## src/rtl/alu_exec_pkg.sv

```systemverilog
// Shared definitions for the alu_exec execution unit: opcodes, FSM states and
// the fixed iteration count of the iterative multiplier.
package alu_exec_pkg;

  typedef enum logic [2:0] {
    OP_ADD = 3'b000,
    OP_SUB = 3'b001,
    OP_AND = 3'b010,
    OP_OR  = 3'b011,
    OP_XOR = 3'b100,
    OP_SLL = 3'b101,
    OP_LI  = 3'b110,
    OP_MUL = 3'b111
  } op_t;

  typedef enum logic {
    ST_IDLE = 1'b0,
    ST_MUL  = 1'b1
  } state_t;

  localparam int unsigned MUL_ITERS = 4;

endpackage

```

## src/rtl/alu_exec_mul.sv

```systemverilog
// Iterative shift-add multiplier: operands latched on start, four iterations,
// done is asserted combinationally during the last one with the final product.
module alu_exec_mul
  import alu_exec_pkg::*;
#(
  parameter int unsigned WIDTH = 4
) (
  input  logic             clk,
  input  logic             rst_n,
  input  logic             start,
  input  logic [WIDTH-1:0] a,
  input  logic [WIDTH-1:0] b,
  output logic             done,
  output logic [WIDTH-1:0] product
);

  // Multiplier bits consumed per iteration so four iterations cover any WIDTH.
  localparam int unsigned STEP = (WIDTH + MUL_ITERS - 1) / MUL_ITERS;

  logic             run;
  logic [1:0]       cnt;
  logic [WIDTH-1:0] acc;
  logic [WIDTH-1:0] mcand;
  logic [WIDTH-1:0] mplier;
  logic [WIDTH-1:0] acc_next;

  always_comb begin
    acc_next = acc;
    for (int unsigned j = 0; j < STEP; j++) begin
      if (mplier[j]) acc_next = acc_next + (mcand << j);
    end
  end

  always_ff @(posedge clk) begin
    if (!rst_n) begin
      run    <= 1'b0;
      cnt    <= '0;
      acc    <= '0;
      mcand  <= '0;
      mplier <= '0;
    end else if (start) begin
      run    <= 1'b1;
      cnt    <= '0;
      acc    <= '0;
      mcand  <= a;
      mplier <= b;
    end else if (run) begin
      acc    <= acc_next;
      mcand  <= mcand << STEP;
      mplier <= mplier >> STEP;
      cnt    <= cnt + 2'd1;
      if (cnt == 2'd3) run <= 1'b0;
    end
  end

  assign done    = run && (cnt == 2'd3);
  assign product = acc_next;

endmodule

```

## src/rtl/alu_exec.sv

```systemverilog
// Single-issue execution unit: single-cycle ALU ops with write-back forwarding
// plus a 4-iteration multiplier that stalls issue while it runs.
module alu_exec
  import alu_exec_pkg::*;
#(
  parameter int unsigned WIDTH = 4
) (
  input  logic             clk,
  input  logic             rst_n,
  input  logic             in_valid,
  output logic             in_ready,
  input  logic [2:0]       in_op,
  input  logic [2:0]       in_rd,
  input  logic [2:0]       in_rs1,
  input  logic [2:0]       in_rs2,
  output logic [2:0]       rf_raddr1,
  output logic [2:0]       rf_raddr2,
  input  logic [WIDTH-1:0] rf_rdata1,
  input  logic [WIDTH-1:0] rf_rdata2,
  output logic             wb_we,
  output logic [2:0]       wb_reg,
  output logic [WIDTH-1:0] wb_data,
  output logic             carry,
  output logic             busy
);

  state_t           state, state_next;
  op_t              op;
  logic             accept, mul_start, mul_done;
  logic [WIDTH-1:0] op_a, op_b, alu_res, mul_prod;
  logic             alu_carry, carry_upd;
  logic [2:0]       mul_rd;

  assign rf_raddr1 = in_rs1;
  assign rf_raddr2 = in_rs2;

  // The pending write-back has not reached the register file yet; bypass it.
  assign op_a = (wb_we && wb_reg == in_rs1) ? wb_data : rf_rdata1;
  assign op_b = (wb_we && wb_reg == in_rs2) ? wb_data : rf_rdata2;

  assign op        = op_t'(in_op);
  assign accept    = in_valid && in_ready;
  assign mul_start = accept && (op == OP_MUL);

  always_ff @(posedge clk) begin
    if (!rst_n) state <= ST_IDLE;
    else        state <= state_next;
  end

  always_comb begin
    state_next = state;
    case (state)
      ST_IDLE: if (mul_start) state_next = ST_MUL;
      ST_MUL:  if (mul_done)  state_next = ST_IDLE;
      default: state_next = ST_IDLE;
    endcase
  end

  always_comb begin
    in_ready = (state == ST_IDLE);
    busy     = (state == ST_MUL);
  end

  always_comb begin
    alu_res   = '0;
    alu_carry = 1'b0;
    carry_upd = 1'b0;
    case (op)
      OP_ADD: begin
        {alu_carry, alu_res} = {1'b0, op_a} + {1'b0, op_b};
        carry_upd = 1'b1;
      end
      OP_SUB: begin
        alu_res   = op_a - op_b;
        alu_carry = (op_a < op_b);
        carry_upd = 1'b1;
      end
      OP_AND:  alu_res = op_a & op_b;
      OP_OR:   alu_res = op_a | op_b;
      OP_XOR:  alu_res = op_a ^ op_b;
      OP_SLL:  alu_res = op_a << op_b[1:0];
      OP_LI:   alu_res = WIDTH'(in_rs2);
      default: alu_res = '0;
    endcase
  end

  alu_exec_mul #(.WIDTH(WIDTH)) u_mul (
    .clk     (clk),
    .rst_n   (rst_n),
    .start   (mul_start),
    .a       (op_a),
    .b       (op_b),
    .done    (mul_done),
    .product (mul_prod)
  );

  always_ff @(posedge clk) begin
    if (!rst_n) begin
      wb_we   <= 1'b0;
      wb_reg  <= '0;
      wb_data <= '0;
      carry   <= 1'b0;
      mul_rd  <= '0;
    end else begin
      wb_we <= 1'b0;
      if (accept && op != OP_MUL) begin
        wb_data <= alu_res;
        wb_reg  <= in_rd;
        wb_we   <= (in_rd != 3'd0);
        if (carry_upd) carry <= alu_carry;
      end else if (mul_start) begin
        mul_rd <= in_rd;
      end else if (state == ST_MUL && mul_done) begin
        wb_data <= mul_prod;
        wb_reg  <= mul_rd;
        wb_we   <= (mul_rd != 3'd0);
      end
    end
  end

endmodule

```

## config.mk

```make
export PLATFORM = sky130hd
export DESIGN_NAME = alu_exec
export DESIGN_NICKNAME = d
export VERILOG_FILES = /design/src/rtl/alu_exec_pkg.sv /design/src/rtl/alu_exec_mul.sv /design/src/rtl/alu_exec.sv
export SDC_FILE = /design/constraint.sdc
export NUM_CORES = 1
export LEC_CHECK = 0
export ABC_AREA = 1
export CORE_ASPECT_RATIO = 1.4
export CORE_UTILIZATION = 58
export CTS_CLUSTER_DIAMETER = 80
export CTS_CLUSTER_SIZE = 20
export DETAILED_ROUTE_END_ITERATION = 8
export PLACE_DENSITY = 0.86
export SLEW_MARGIN = 15
export SYNTH_ARGS = -nofsm -noshare
export SYNTH_HDL_FRONTEND = slang
export SYNTH_SLANG_ARGS = --single-unit
```

## constraint.sdc

```tcl
create_clock -name clk -period 4.9 [get_ports clk]
set_input_delay 0.49 -clock clk [delete_from_list [all_inputs] [get_ports clk]]
set_output_delay 0.49 -clock clk [all_outputs]
set_load 0.02 [all_outputs]
```

; Yosys cells after proc, flatten, opt, wreduce, memory -nomap -nowiden
; Index checks and enable logic that the tools add are counted.
[totals]
wordCells = 77
output_inout_bits = 17
input_bits = 23
ff_bits = 28
[op_classes]
magnitude_cmp = 1
reduce_logical = 17
eq_ne = 12
n_bitwise = 6
add_sub_neg = 4
mux = 25
n_shift = 1
[op_table]
columns = op, n
row1 = 4-bit two-way mux, 10
row2 = 4-bit case mux with 7 select lines, 1
row3 = 3-bit == test (second input constant), 4
row4 = 1-bit two-way mux, 9
row5 = 3-bit two-way mux, 3
row6 = 1-bit logical AND, 7
row7 = 3-bit by 2-bit == test with 1-bit output (second input constant), 2
row8 = 3-bit == test, 2
row9 = 2-bit AND reduction, 3
row10 = 3-bit nonzero test, 2
row11 = 4-bit by 4-bit adder with 5-bit output, 1
row12 = 4-bit adder, 1
row13 = 4-bit AND, 1
row14 = 4-bit less-than comparator, 1
row15 = 4-bit bitwise OR, 1
row16 = 1-bit case mux with 2 select lines, 2
row17 = 2-bit nonzero test, 2
row18 = 2-bit OR reduction, 2
row19 = 4-bit by 2-bit left shift with 4-bit output, 1
row20 = 4-bit subtractor, 1
row21 = 4-bit bitwise XOR, 1
row22 = 3-bit by 1-bit == test with 1-bit output (second input constant), 1
row23 = 3-bit zero test, 1
row24 = 3-bit != test (second input constant), 1
row25 = other kinds (4), 6

; Depth between registers and ports, before layout
[depth]
ltp_word = 6
ltp_mapped = 18
depth_no_buf = 18

; Hierarchy
; From an unflattened synthesis, not the netlist that was laid out.
[hier_totals]
hier_cells = 356
area_unflattened_um2 = 2389.8
[modules_own_cells]
columns = mod, area_per_inst_um2, cells_each, instances, seq_area_each_um2
row1 = alu_exec, 1531.5, 248, 1, 260.2
row2 = alu_exec_mul, 858.3, 108, 1, 300.3

; Worst setup path after synthesis
; No wires, ideal clock.
[synth_path]
kind = reg-to-reg
start = register wb_reg[2]
end = register wb_data[2]
synth_period_minus_slack_ns = 2.308
stages_incl_launch_ff = 19
path_slack_ns = 2.592
setup_ns = 0.119
n_path_buf = 0
required_ns = 4.781
t_arrival_ns = 2.189
path_cell_list = dfxtp_1 inv_1 nand2_1 nand2_1 nor2_4 nand2_2 nand2_1 nand2_1 ha_1 inv_1 ha_1 nor2_1 xor2_1 nand2_1 o211ai_1 nor3_1 nand2_1 nand2_1 a21oi_1
[synth_via]
elab_chain_len = 6
elab_cells_between_ends = 14
cone_classes = add/sub (2) / eq/ne (2) / shift (1) / mux (4) / bitwise (3) / reduce/logical (2)
[synth_rtl]
columns = element, line
row1 = start: declaration, alu_exec.sv:21  ; output logic [2:0] wb_reg,
row2 = start signal: assignment, alu_exec.sv:108  ; wb_reg <= in_rd;
row3 = start signal: assignment, alu_exec.sv:115  ; wb_reg <= mul_rd;
row4 = 3-bit == test (on tied branches), "alu_exec.sv:38, alu_exec.sv:39"
row5 = 1-bit logical AND (on tied branches), "alu_exec.sv:38, alu_exec.sv:39"
row6 = 4-bit two-way mux (on tied branches), "alu_exec.sv:38, alu_exec.sv:39"
row7 = "4-bit subtractor, or another cell as far along", alu_exec.sv:74  ; alu_res = op_a - op_b;
row8 = 4-bit case mux with 7 select lines (*), alu_exec.sv:68  ; case (op)
row9 = 4-bit two-way mux (*), alu_exec.sv:106  ; if (accept && op != OP_MUL) begin
row10 = end signal: assignment, alu_exec.sv:107  ; wb_data <= alu_res;
row11 = end signal: assignment, alu_exec.sv:114  ; wb_data <= mul_prod;
row12 = end: declaration, alu_exec.sv:22  ; output logic [WIDTH-1:0] wb_data,
; Mark *: on every way between the ends. The rest lies on a longest branch, timed or not.
; A chain may end at the register's enable or synchronous reset.

; Worst setup path in the final report
[layout_path]
start = input in_rs2[1]
end = register wb_data[3]
[layout_via]
elab_chain_len = 6
elab_cells_between_ends = 11
cone_classes = add/sub (2) / eq/ne (1) / shift (1) / mux (3) / bitwise (3) / reduce/logical (1)
[layout_rtl]
columns = element, line
row1 = start: declaration, alu_exec.sv:15  ; input logic [2:0] in_rs2,
row2 = 3-bit == test (*), alu_exec.sv:39  ; assign op_b = (wb_we && wb_reg == in_rs2) ? wb_data : rf_rdata2;
row3 = 1-bit logical AND (*), alu_exec.sv:39
row4 = 4-bit two-way mux (*), alu_exec.sv:39
row5 = "4-bit subtractor, or another cell as far along", alu_exec.sv:74
row6 = 4-bit case mux with 7 select lines (*), alu_exec.sv:68
row7 = 4-bit two-way mux (*), alu_exec.sv:106
; Marked as above.

==> reports/results.tsv <==
stage	metric	value	unit
global_routing	grtUsageTotal	0.2740	
synthesis	yosysUniqueCellTypes	33	
synthesis	ys_ff_latch	28	
synthesis	avgSynthCellArea	6.440	um2
critical_path	cp-end-kind	flip-flop	
global_routing	antenna_found_initial	0	
routing	final_antenna_net_count	0	
global_routing	grt_overflow_total	0	
timing	finClkSkew	4.278	ps
worst_hold_path	hp-class	reg2reg	
clock_network	clkSlewWorstSetupHoldPaths	100	ps
power_and_ir_drop	total_power	611.8	uW
timing	period_share	0.6303	
power_and_ir_drop	power.leakage	1.291	nW
synthesis	syn_nets	403	
layout	area_growth	19.21	%
clock_network	cts_buffers	3	
clock_network	cts_tree	built	
timing	slew_headroom	0.5898	
timing	worst_slew_pin_slew	608.9	ps
routing	wl	5799	um
synthesis	async_flop_share	0	
synthesis	ys_top_cells_by_area	dfxtp_1 (24%), nand2_1 (13%), ha_1 (10%)	
clock_network	htree_levels	1	
floorplanning	ios	40	
clock_network	clk_latency	280	ps
clock_network	cts_hold_buffers	0	
floorplanning	rows	26	
timing	period_minus_slack	3089	ps
floorplanning	initial_core_util	0.6197	
critical_path	start_kind	input pin	
routing	drtIter0Drc	161	
clock_network	cts_setup_buffers	0	
critical_path	worstPathRequired	5120	ps
layout	diodes	0	
routing	drc	0	
routing	routedWlPerCell	13.39	um
floorplanning	dieArea	4258	um2
timing	fin_setup_tns	0	ps
placement	portBuffers	39	
critical_path	path_max_fanout	8	
global_routing	grt_pass1_wl	9584	um
layout	drive_above_1_share	0.08951	
flow_run	max-cap-violations	0	
layout	layout.nets	435	
placement	dp_hpwl	4724	um
routing	dr.pass1.iters	5	
global_routing	grt_max_degree	17	
layout	fin_util	0.7388	
floorplanning	core	3741	um2
global_routing	grt_pass1_vias	2224	
timing	hold_viol	0	
synthesis	syn-instance-count	360	
placement	gp_congestion	0.9185	
clock_network	cts_resized	0	
power_and_ir_drop	vdd_drop_max	0.3055	mV
clock_network	ctsRootBufferMaster	clkbuf_8	
routing	via_per_inst	5.607	
synthesis	synth_top_area_cell	dfxtp_1	
critical_path	cp.arrival	3300	ps
synthesis	yosysMostFrequentCell	nand2_1	
synthesis	yosysWarnings	0	
floorplanning	fp.dieH	76.81	um
timing	setup_viol	0	
synthesis	synthTopCellsByCount	nand2_1 (83), inv_1 (53), nor2_1 (33)	
floorplanning	dieWidth	55.44	um
routing	vias	2428	
synthesis	synth-edff-count	0	
clock_network	clock_path_buffers	2	
power_and_ir_drop	power_density	221.4	nW/um2
clock_network	clock-sinks	28	
critical_path	criticalPathCategory	in2reg	
synthesis	yosysSeqAreaShare	0.2418	
synthesis	ys.flop_type	dfxtp_1	
timing	rsz0062_at_grt	false	
run_status	status	finished clean	
synthesis	synth_area	2318	um2
synthesis	synth_top_area_frac	0.2418	
timing	slew_viol_final	0	
timing	clock.fmax	323.8	MHz
==> cell families (layout without fill, tap and decap cells) <==
group	count (synthesis)	after routing	synth area share
compound gates	66	66	0.1603
xor+xnor	5	5	0.01889
fa+ha+maj	20	20	0.1112
buf+inv	70	101	0.1236
flops	28	28	0.2418
mux	2	2	0.008635
simple gates	169	169	0.3357
==> worst max-delay path, stage by stage <==
cell and delay, ps:
clkdlybuf4s50_1 490, inv_1 80, nand2_1 60, nand2_1 80
nor2_4 180, nand2_4 110, o21ai_0 510, inv_1 150
ha_1 390, inv_1 130, nand2_1 60, a21boi_0 210
nor2_1 90, nand3_1 90, nand2_1 70, a21oi_2 110
==> cell usage in the layout, fill, tap and decap left out, types with 15 or more instances in the layout <==
master	instances
nand2_1	83
inv_1	53
clkdlybuf4s50_1	39
nor2_1	33
dfxtp_1	28
o21ai_0	26
nand3_1	22
a21oi_1	19
ha_1	19
nand2_2	15
==> path summary, 6_finish.rpt <==
path | startpoint | endpoint | slack [ps] | cells after the start
hold / removal | u_mul.cnt[1]$_SDFFE_PP0P_ | u_mul.cnt[1]$_SDFFE_PP0P_ | 470 | 2
setup / recovery | in_rs2[1] | wb_data[3]$_SDFFE_PN0P_ | 1810 | 16
setup reg to reg | wb_reg[2]$_SDFFE_PN0P_ | wb_data[3]$_SDFFE_PN0P_ | 2140 | 15
hold reg to reg | u_mul.cnt[1]$_SDFFE_PP0P_ | u_mul.cnt[1]$_SDFFE_PP0P_ | 470 | 2
==> power breakdown <==
group	switching [mW]	total (mW)	internal (mW)	leakage [nW]
clock	0.0726	0.182	0.109	0.0357
sequential	0.0107	0.248	0.237	0.228
combinational	0.108	0.182	0.0737	1.03
==> through the flow <==
| stage | cells | hold slack, ps | cell area [um2] | worst slack (ps) |
|---|---|---|---|---|
| after global routing | 433 | 493.1 | 2764 | 1613 |
| after floorplan | 360 | 443.1 | 2318 | 2592 |
| final | 433 | 473.4 | 2764 | 1811 |
| after CTS | 433 | 474.7 | 2764 | 1846 |
| after detailed placement | 429 | 462.1 | 2693 | 1560 |
| after global placement | 429 | 452.6 | 2693 | 1540 |
==> per-layer routing <==
layer | track usage | up-vias | share of wire
li1 | - | 1216 | -
met1 | 0.3143 | 1117 | 0.42
met5 | 0 | - | 0
met4 | 0.1175 | 0 | 0.026
met3 | 0.02024 | 13 | 0.038
met2 | 0.5096 | 82 | 0.52
==> layout make-up <==
type                            instances  area (um2)
Inverter                               58       217.7
Clock buffer                            3       41.29
Sequential cell                        28       560.5
Multi-Input combinational cell        262        1471
Timing Repair Buffer                   39       390.4
Clock inverter                          1       30.03
Tap cell                               42       52.55
Fill cell                             294       977.2
Note: power is estimated with default switching activity, not from simulation.
